<file path="config.mk">
export PLATFORM = sky130hd
export DESIGN_NAME = sorted_stream_reader
export DESIGN_NICKNAME = d
export VERILOG_FILES = /design/src/rtl/sorted_stream_reader.sv
export SDC_FILE = /design/constraint.sdc
export NUM_CORES = 1
export LEC_CHECK = 0
export ABC_AREA = 1
export CORE_AREA = 3 3 415 417
export CTS_CLUSTER_DIAMETER = 120
export DETAILED_ROUTE_END_ITERATION = 7
export DIE_AREA = 0 0 418 420
export PLACE_DENSITY = 0.61
export SKIP_CTS_REPAIR_TIMING = 1
export SYNTH_ARGS = -nofsm -noshare
export SYNTH_HDL_FRONTEND = slang
export SYNTH_SLANG_ARGS = --single-unit
</file>
<file path="constraint.sdc">
create_clock -name clk -period 4.2 [get_ports clk]
set_input_delay 0.84 -clock clk [delete_from_list [all_inputs] [get_ports clk]]
set_output_delay 0.84 -clock clk [all_outputs]
set_load 0.05 [all_outputs]
</file>
<file path="src/rtl/sorted_stream_reader.sv">
// Captures the sorter's flattened result on the done_in rising edge and replays it
// rank-ordered as a valid/ready stream. Define TOPK_EN to emit only the first TOP_K words.
module sorted_stream_reader #(
  parameter int unsigned DATA_WIDTH = 32,
  parameter int unsigned NUM_WORDS  = 32,
  parameter int unsigned IDX_WIDTH  = 5,
  parameter int unsigned TOP_K      = 8
) (
  input  logic                            clk,
  input  logic                            reset_n,
  input  logic [DATA_WIDTH*NUM_WORDS-1:0] array_in_flattened,
  input  logic                            done_in,
  output logic [DATA_WIDTH-1:0]           out_data,
  output logic [IDX_WIDTH-1:0]            out_index,
  output logic                            out_valid,
  input  logic                            out_ready,
  output logic                            out_last,
  output logic                            busy,
  output logic                            stream_done
);

`ifdef TOPK_EN
  localparam int unsigned BUF_WORDS = TOP_K;
  logic unused_upper_words;
  assign unused_upper_words = ^array_in_flattened[DATA_WIDTH*NUM_WORDS-1:DATA_WIDTH*TOP_K];
`else
  localparam int unsigned BUF_WORDS = NUM_WORDS;
`endif
  localparam int unsigned LAST = BUF_WORDS - 1;

  typedef enum logic [1:0] {
    IDLE    = 2'd0,
    CAPTURE = 2'd1,
    STREAM  = 2'd2,
    DONE    = 2'd3
  } state_t;

  state_t                state, state_next;
  logic                  done_d;
  logic [DATA_WIDTH-1:0] buffer [BUF_WORDS];
  logic [DATA_WIDTH-1:0] next_word;
  logic [31:0]           next_pos;
  logic                  start;
  logic                  xfer;
  logic                  at_last;

  assign start       = done_in & ~done_d;
  assign xfer        = out_valid & out_ready;
  assign at_last     = (out_index == IDX_WIDTH'(LAST));
  assign out_last    = out_valid & at_last;
  assign busy        = (state == CAPTURE) || (state == STREAM);
  assign stream_done = (state == DONE);
  assign next_pos    = 32'(out_index) + 32'd1;

  // Mux over the buffer instead of direct indexing keeps the index width independent of IDX_WIDTH.
  always_comb begin
    next_word = '0;
    for (int unsigned i = 0; i < BUF_WORDS; i++) begin
      if (i == next_pos) next_word = buffer[i];
    end
  end

  always_ff @(posedge clk or negedge reset_n) begin
    if (!reset_n) state <= IDLE;
    else          state <= state_next;
  end

  always_comb begin
    state_next = state;
    case (state)
      IDLE:    if (start) state_next = CAPTURE;
      CAPTURE: state_next = STREAM;
      STREAM:  if (xfer && at_last) state_next = DONE;
      DONE:    if (!done_in) state_next = IDLE;
      default: state_next = IDLE;
    endcase
  end

  always_ff @(posedge clk or negedge reset_n) begin
    if (!reset_n) begin
      done_d    <= 1'b0;
      out_data  <= '0;
      out_index <= '0;
      out_valid <= 1'b0;
      for (int unsigned i = 0; i < BUF_WORDS; i++) buffer[i] <= '0;
    end else begin
      done_d <= done_in;
      case (state)
        IDLE: begin
          if (start) begin
            for (int unsigned i = 0; i < BUF_WORDS; i++)
              buffer[i] <= array_in_flattened[i*DATA_WIDTH +: DATA_WIDTH];
          end
        end
        CAPTURE: begin
          out_data  <= buffer[0];
          out_index <= '0;
          out_valid <= 1'b1;
        end
        STREAM: begin
          if (xfer) begin
            if (at_last) begin
              out_valid <= 1'b0;
            end else begin
              out_data  <= next_word;
              out_index <= IDX_WIDTH'(next_pos);
            end
          end
        end
        default: ;
      endcase
    end
  end

endmodule

</file>
==> flow_summary.json, run 1 <==
{
  "status": "finished, violations left",
  "violations": "negative setup slack",
  "grt_use_total": 0.2548,
  "power_switching_mw": 25.62,
  "pwr-share-comb": 0.504,
  "cts_buffers": 120,
  "synth_edf_count": 0,
  "crit_path_top_delay_cell": "dfrtp_1",
  "use_met3": 0.03991,
  "crit_type": "flop to flop",
  "cp_common_cell": "nand2_2",
  "p_clk_frac": 0.191,
  "hold_viol": 0,
  "async_flop_share": 1.000,
  "area_delta_synth_final_pct": 44.34,
  "ios": 1069,
  "io_buffers": 1068,
  "core_area_mm2": 0.1691,
  "worstMarginPinSlew_ns": 1.015,
  "hpwlAfterDp_um": 182700,
  "r2r_start": "out_index[1]",
  "fin_tns_setup_ns": -17.43,
  "met2_usage": 0.4114,
  "crit_path_start_kind": "flop",
  "r2r_cells": 44,
  "grt-ovfl-total": 0,
  "crit_path_max_incr_delay_ns": 0.41,
  "dp_slack_ns": -1.424,
  "start_util": 0.3044,
  "p_int_mw": 33.16,
  "numClockSinks": 1065,
  "rrSetupSlack_ns": -0.75,
  "swShare": 0.4359,
  "period_needed_ns": 4.952,
  "ys_seq_area_frac": 0.5177,
  "synth_most_common_cell": "nand2_1",
  "drtAntennaViolNets": 0,
  "critPathCaptureType": "flop",
  "viasPerCell": 4.951,
  "antenna_found_initial": 31,
  "synth_cell_types": 38,
  "synthTopCellsByCount": "nand2_1 (1148), dfrtp_1 (1065), inv_1 (800), a21oi_1 (548), nor2_1 (541)",
  "arrival_ns": 5.56,
  "drt_pass1_iterations": 5,
  "place.gp.congestion": 0.9897,
  "timing.rr.end": "out_data[20]",
  "worstPathMaxFanout": 5,
  "slew_viol_final": 0,
  "yosysTopAreaCellShare": 0.5177,
  "max_slew_margin": 0.3229,
  "num_vias": 47030,
  "grt_pass1_wl_um": 325000,
  "drcViolationCount": 0,
  "synth.ff_latch_count": 1065,
  "min_period_over_period": 1.179,
  "routedWlPerCell_um": 24.60,
  "htree_levels": 3,
  "finalSetupViolations": 32,
  "core.rowCount": 151,
  "fmax_ghz": 0.2020,
  "avgSynthCellArea_um2": 8.697,
  "use_met1": 0.3208,
  "rsz0062_at_grt": "yes",
  "cap_violations": 0,
  "cts_root_buf": "clkbuf_16",
  "first_global_vias": 46300,
  "layout.nets": 8200,
  "yosys-top-cells-area": "dfrtp_1 (52%), mux2_2 (12%), nand2_1 (8.4%)",
  "hold_slack_ns": 0.1765,
  "cp.required_ns": 4.81,
  "yosys_warnings": 0,
  "grt_max_degree": 129,
  "hold_class": "input pin to async pin",
  "die-height_um": 420,
  "postSynthCellCount": 5919,
  "cp-startpoint": "out_index[1]",
  "netlist_area_mm2": 0.05148,
  "drt-total-wl_um": 233700,
  "powerDensity_mw_per_mm2": 791.1,
  "grt.busiest_layer": "met2",
  "drive_gt1_frac": 0.2406,
  "cts_tree": "yes",
  "p_leak_nw": 35.12,
  "clkTransAtPathRegs_ns": 0.06,
  "synth_ff_type": "dfrtp_1",
  "sequentialPowerShare": 0.305,
  "die_x_um": 418,
  "die_area_mm2": 0.1756,
  "yosysTopAreaCell": "dfrtp_1",
  "setup_ws_ns": -0.7517,
  "clk-insertion-delay-late_ns": 0.76,
  "vdd_ir_drop_max_uv": 554.4,
  "cts.path.max_buffers": 3,
  "drtIter0Drc": 4692,
  "fin_util": 0.4394,
  "fin_skew_ns": 0.04073,
  "synthesis.nets": 6958
}
## area by class of cell
type,count,area [um2]
inverters,829,3132
clock inverters,55,740.7
well taps,2218,2775
diodes,23,57.56
flip-flops and latches,1065,26650
fillers,16310,94790
repair buffers,1467,14810
multi-input cells,3678,22660
clock buffers,164,3471
## flip-flops by register name (all words and copies together), names as in the netlist
name / flops
buffer: 1024
out_valid: 1
done_d: 1
state: 2
out_data: 32
out_index: 5
## per-stage QoR
stage	area, um2	power, mW	std cells
after floorplan	51480	30.26	5919
after CTS	71150	54.17	9433
after global placement	66940	42.46	9214
after global routing	74290	61.65	9493
final	74300	58.78	9499
after detailed placement	66940	42.83	9214
## metal layers
metal  share of wire  wire [um]  vias up
met4           0.071      16490        4
met5        0.000090         21        -
met3           0.062      14500      493
met1            0.40      92790    23140
met2            0.47     109900     2044
li1                -          -    21340
## cells in the final DEF, fill, tap and decap left out, drive strengths merged
| cell | count |
|---|---|
| nand2 | 1160 |
| clkdlybuf4s50 | 1067 |
| dfrtp | 1065 |
| inv | 828 |
| a21oi | 559 |
| nor2 | 548 |
| mux2 | 531 |
| nand3 | 473 |
| buf | 394 |
| o21ai | 331 |
| clkbuf | 170 |
| clkinv | 37 |
| o211ai | 29 |
| diode | 23 |
| nand3b | 13 |
| bufinv | 13 |
| ha | 11 |
| nand4 | 9 |
| or2 | 9 |
| clkinvlp | 6 |
| nor3 | 2 |
| o22ai | 2 |
| xnor2 | 1 |
## power groups by stage
stage	logic (mW)	registers, mW	clock network (mW)
6_report	29.6	17.9	11.2
3_3_place_gp	24.6	17.9	0
3_5_place_dp	24.9	18.0	0
4_1_cts	24.9	17.8	11.4
5_1_grt	31.5	18.3	11.8
2_1_floorplan	12.9	17.3	0
## how the worst max path moves through the flow
stage | depth (start not counted) | end | slack, ns
2_1_floorplan | 37 | out_data[22] | 0.25
3_3_place_gp | 41 | out_data[24] | -1.41
3_5_place_dp | 41 | out_data[24] | -1.42
4_1_cts | 41 | out_data[24] | -1.46
5_1_grt | 44 | out_data[20] | -0.96
6_report | 44 | out_data[20] | -0.75
## worst max-delay path, delay by kind of cell (launching register included)
| kind | cells | cell delay (ns) |
|---|---|---|
| and+or+nand+nor | 33 | 3.08 |
| AOI/OAI and AO/OA | 5 | 0.41 |
| DFF | 1 | 0.41 |
| buffers and inverters | 4 | 0.48 |
| adders and majority gates | 2 | 0.46 |
## cells by family (layout without fill, tap and decap cells)
family / count (synthesis) / count (layout) / synth area share
AOI/OAI and AO/OA: 921 / 921 / 0.09484
muxes: 531 / 531 / 0.1162
adders and majority gates: 11 / 11 / 0.002674
and+or+nand+nor: 2213 / 2214 / 0.1777
DFF: 1065 / 1065 / 0.5177
buffers and inverters: 1177 / 2515 / 0.09057
other: 0 / 23 / 0
xor gates and xnor gates: 1 / 1 / 0.0003161
(Power assumes the default switching activity.)
==> inputs of run 2 (changes only) <==
Settings changed: GPL_TIMING_DRIVEN from default to 0.
==> run 2 against run 1 <==
- the flow still finishes with violations (negative setup slack)
- design area shrank 1.5%
- core utilization fell by 0.65 points
- cell count down 0.17%
- sequential share of layout area up 0.54 points
- worst hold slack worse by 0.099 ns
- combinational power barely moved
- clock skew increased by 0.0042 ns
- highest routed layer unchanged
==> flow_summary.json, run 2 (synthesis results as in run 1) <==
{
  "mostFrequentLayoutCell": "clkdlybuf4s50_1",
  "rsz0062_at_grt": "yes",
  "dp_slack_ns": -2.014,
  "swShare": 0.4427,
  "cp.required_ns": 4.81,
  "p_leak_nw": 34.17,
  "drtIter0Drc": 4061,
  "cap_violations": 0,
  "start_util": 0.3044,
  "setup_ws_ns": -0.9628,
  "largest_reg_flops": 1024,
  "hold_slack_ns": 0.07734,
  "crit_path_top_delay_cell": "dfrtp_2",
  "crit_path_start_kind": "flop",
  "num_vias": 46690,
  "slew_viol_final": 0,
  "wl_met1_um": 98110,
  "wl_met3_um": 12810,
  "grt_max_degree": 167,
  "layout_common_cells": "clkdlybuf4s50_1 (1067), dfrtp_1 (1062), nand2_1 (869)",
  "clkTransAtPathRegs_ns": 0.06,
  "first_global_vias": 45850,
  "cp_common_cell": "nand2_2",
  "die-height_um": 420,
  "drive_gt1_frac": 0.2232,
  "multiInputGateArea_mm2": 0.02329,
  "numClockSinks": 1065,
  "dp.cells": 9212,
  "critPathCaptureType": "flop",
  "seq_area_mm2": 0.02665,
  "crit_type": "flop to flop",
  "power_switching_mw": 26.22,
  "routedWlPerCell_um": 25.96,
  "hold_class": "input pin to async pin",
  "fin_skew_ns": 0.04498,
  "p_clk_frac": 0.196,
  "drcViolationCount": 0,
  "die_x_um": 418,
  "grt_pass1_wl_um": 334900,
  "core_area_mm2": 0.1691,
  "regMostFlops": "buffer",
  "ios": 1069,
  "power_mw": 59.22,
  "antenna_found_initial": 43,
  "die_area_mm2": 0.1756,
  "finalSetupViolations": 32,
  "vdd_ir_drop_max_uv": 445.4,
  "place.gp.congestion": 0.9797,
  "fmax_ghz": 0.1937,
  "stdcell_count": 9483,
  "core.rowCount": 151,
  "crit_path_max_incr_delay_ns": 0.44,
  "violations": "negative setup slack",
  "hpwlAfterDp_um": 198700,
  "clk-insertion-delay-late_ns": 0.77,
  "area_delta_synth_final_pct": 42.21,
  "fill_cells": 16560,
  "arrival_ns": 5.77,
  "drt_pass1_iterations": 6,
  "wl_met2_um": 121100,
  "grt_use_total": 0.2679,
  "layout.nets": 8177,
  "top_layer_used": "met5",
  "period_needed_ns": 5.163,
  "hold_viol": 0,
  "viasPerCell": 4.924,
  "powerDensity_mw_per_mm2": 808.9,
  "cts_buffers": 121,
  "top_regs": "buffer: 1024 flops, out_data: 32 flops, out_index: 5 flops",
  "worstMarginPinSlew_ns": 1.123,
  "cts_root_buf": "clkbuf_16",
  "io_buffers": 1068,
  "cts.path.max_buffers": 3,
  "drt-total-wl_um": 246200,
  "grt-ovfl-total": 0,
  "max_slew_margin": 0.2512,
  "p_int_mw": 33.00,
  "status": "finished, violations left",
  "pwr-share-comb": 0.505,
  "cts_tree": "yes",
  "drtAntennaViolNets": 0,
  "htree_levels": 3,
  "worstPathMaxFanout": 6,
  "sequentialPowerShare": 0.299,
  "min_period_over_period": 1.229
}
## run 2: through the flow
stage / setup TNS [ns] / cell area, um2 / utilization
2_1_floorplan: 0 / 51480 / -
3_3_place_gp: - / 64940 / 0.3841
3_5_place_dp: -221.98 / 65150 / 0.3853
4_1_cts: -49.97 / 69520 / 0.4111
5_1_grt: -31.28 / 73180 / 0.4328
6_report: -23.88 / 73210 / 0.4329
## run 2: per-layer routing
| metal | vias up | track usage |
|---|---|---|
| li1 | 21300 | - |
| met1 | 23190 | 0.3296 |
| met2 | 1744 | 0.4570 |
| met3 | 436 | 0.03866 |
| met4 | 22 | 0.1367 |
| met5 | - | 0 |
## run 2: final cells by class
cell class / count / area share
Tap cell: 2218 / 0.03791
Antenna cell: 26 / 0.0008888
Clock buffer: 162 / 0.04704
Buffer: 348 / 0.02442
Timing Repair Buffer: 1095 / 0.1521
Inverter: 829 / 0.04275
Clock inverter: 62 / 0.01255
Sequential cell: 1065 / 0.3641
Multi-Input combinational cell: 3678 / 0.3182
## run 2: final timing paths
path,cells past startpoint,to,start,slack [ns]
setup reg to reg,41,out_data[14],out_index[1],-0.96
setup / recovery,41,out_data[14],out_index[1],-0.96
hold reg to reg,1,buffer[92],buffer[92],0.50
min in group clk,1,buffer[92],buffer[92],0.50
hold / removal,1,buffer[694],reset_n,0.08
max in group asynchronous,4,buffer[80],reset_n,1.52
## run 2: power by group through the flow
stage                     clock [mW]  sequential [mW]  combinational, mW
after floorplan                    0             17.3               12.9
after global placement             0             18.0               24.2
after detailed placement           0             17.7               24.6
after CTS                       11.7             17.6               24.6
after global routing            12.2             18.1               31.7
final                           11.6             17.7               29.9
## run 2: worst max-delay path: cells and delay by family, from the launching register on
family,cells,cell delay (ns)
buf+inv,3,0.42
simple gates,30,3.02
compound gates,6,0.65
fa+ha+maj,2,0.49
flops,1,0.44
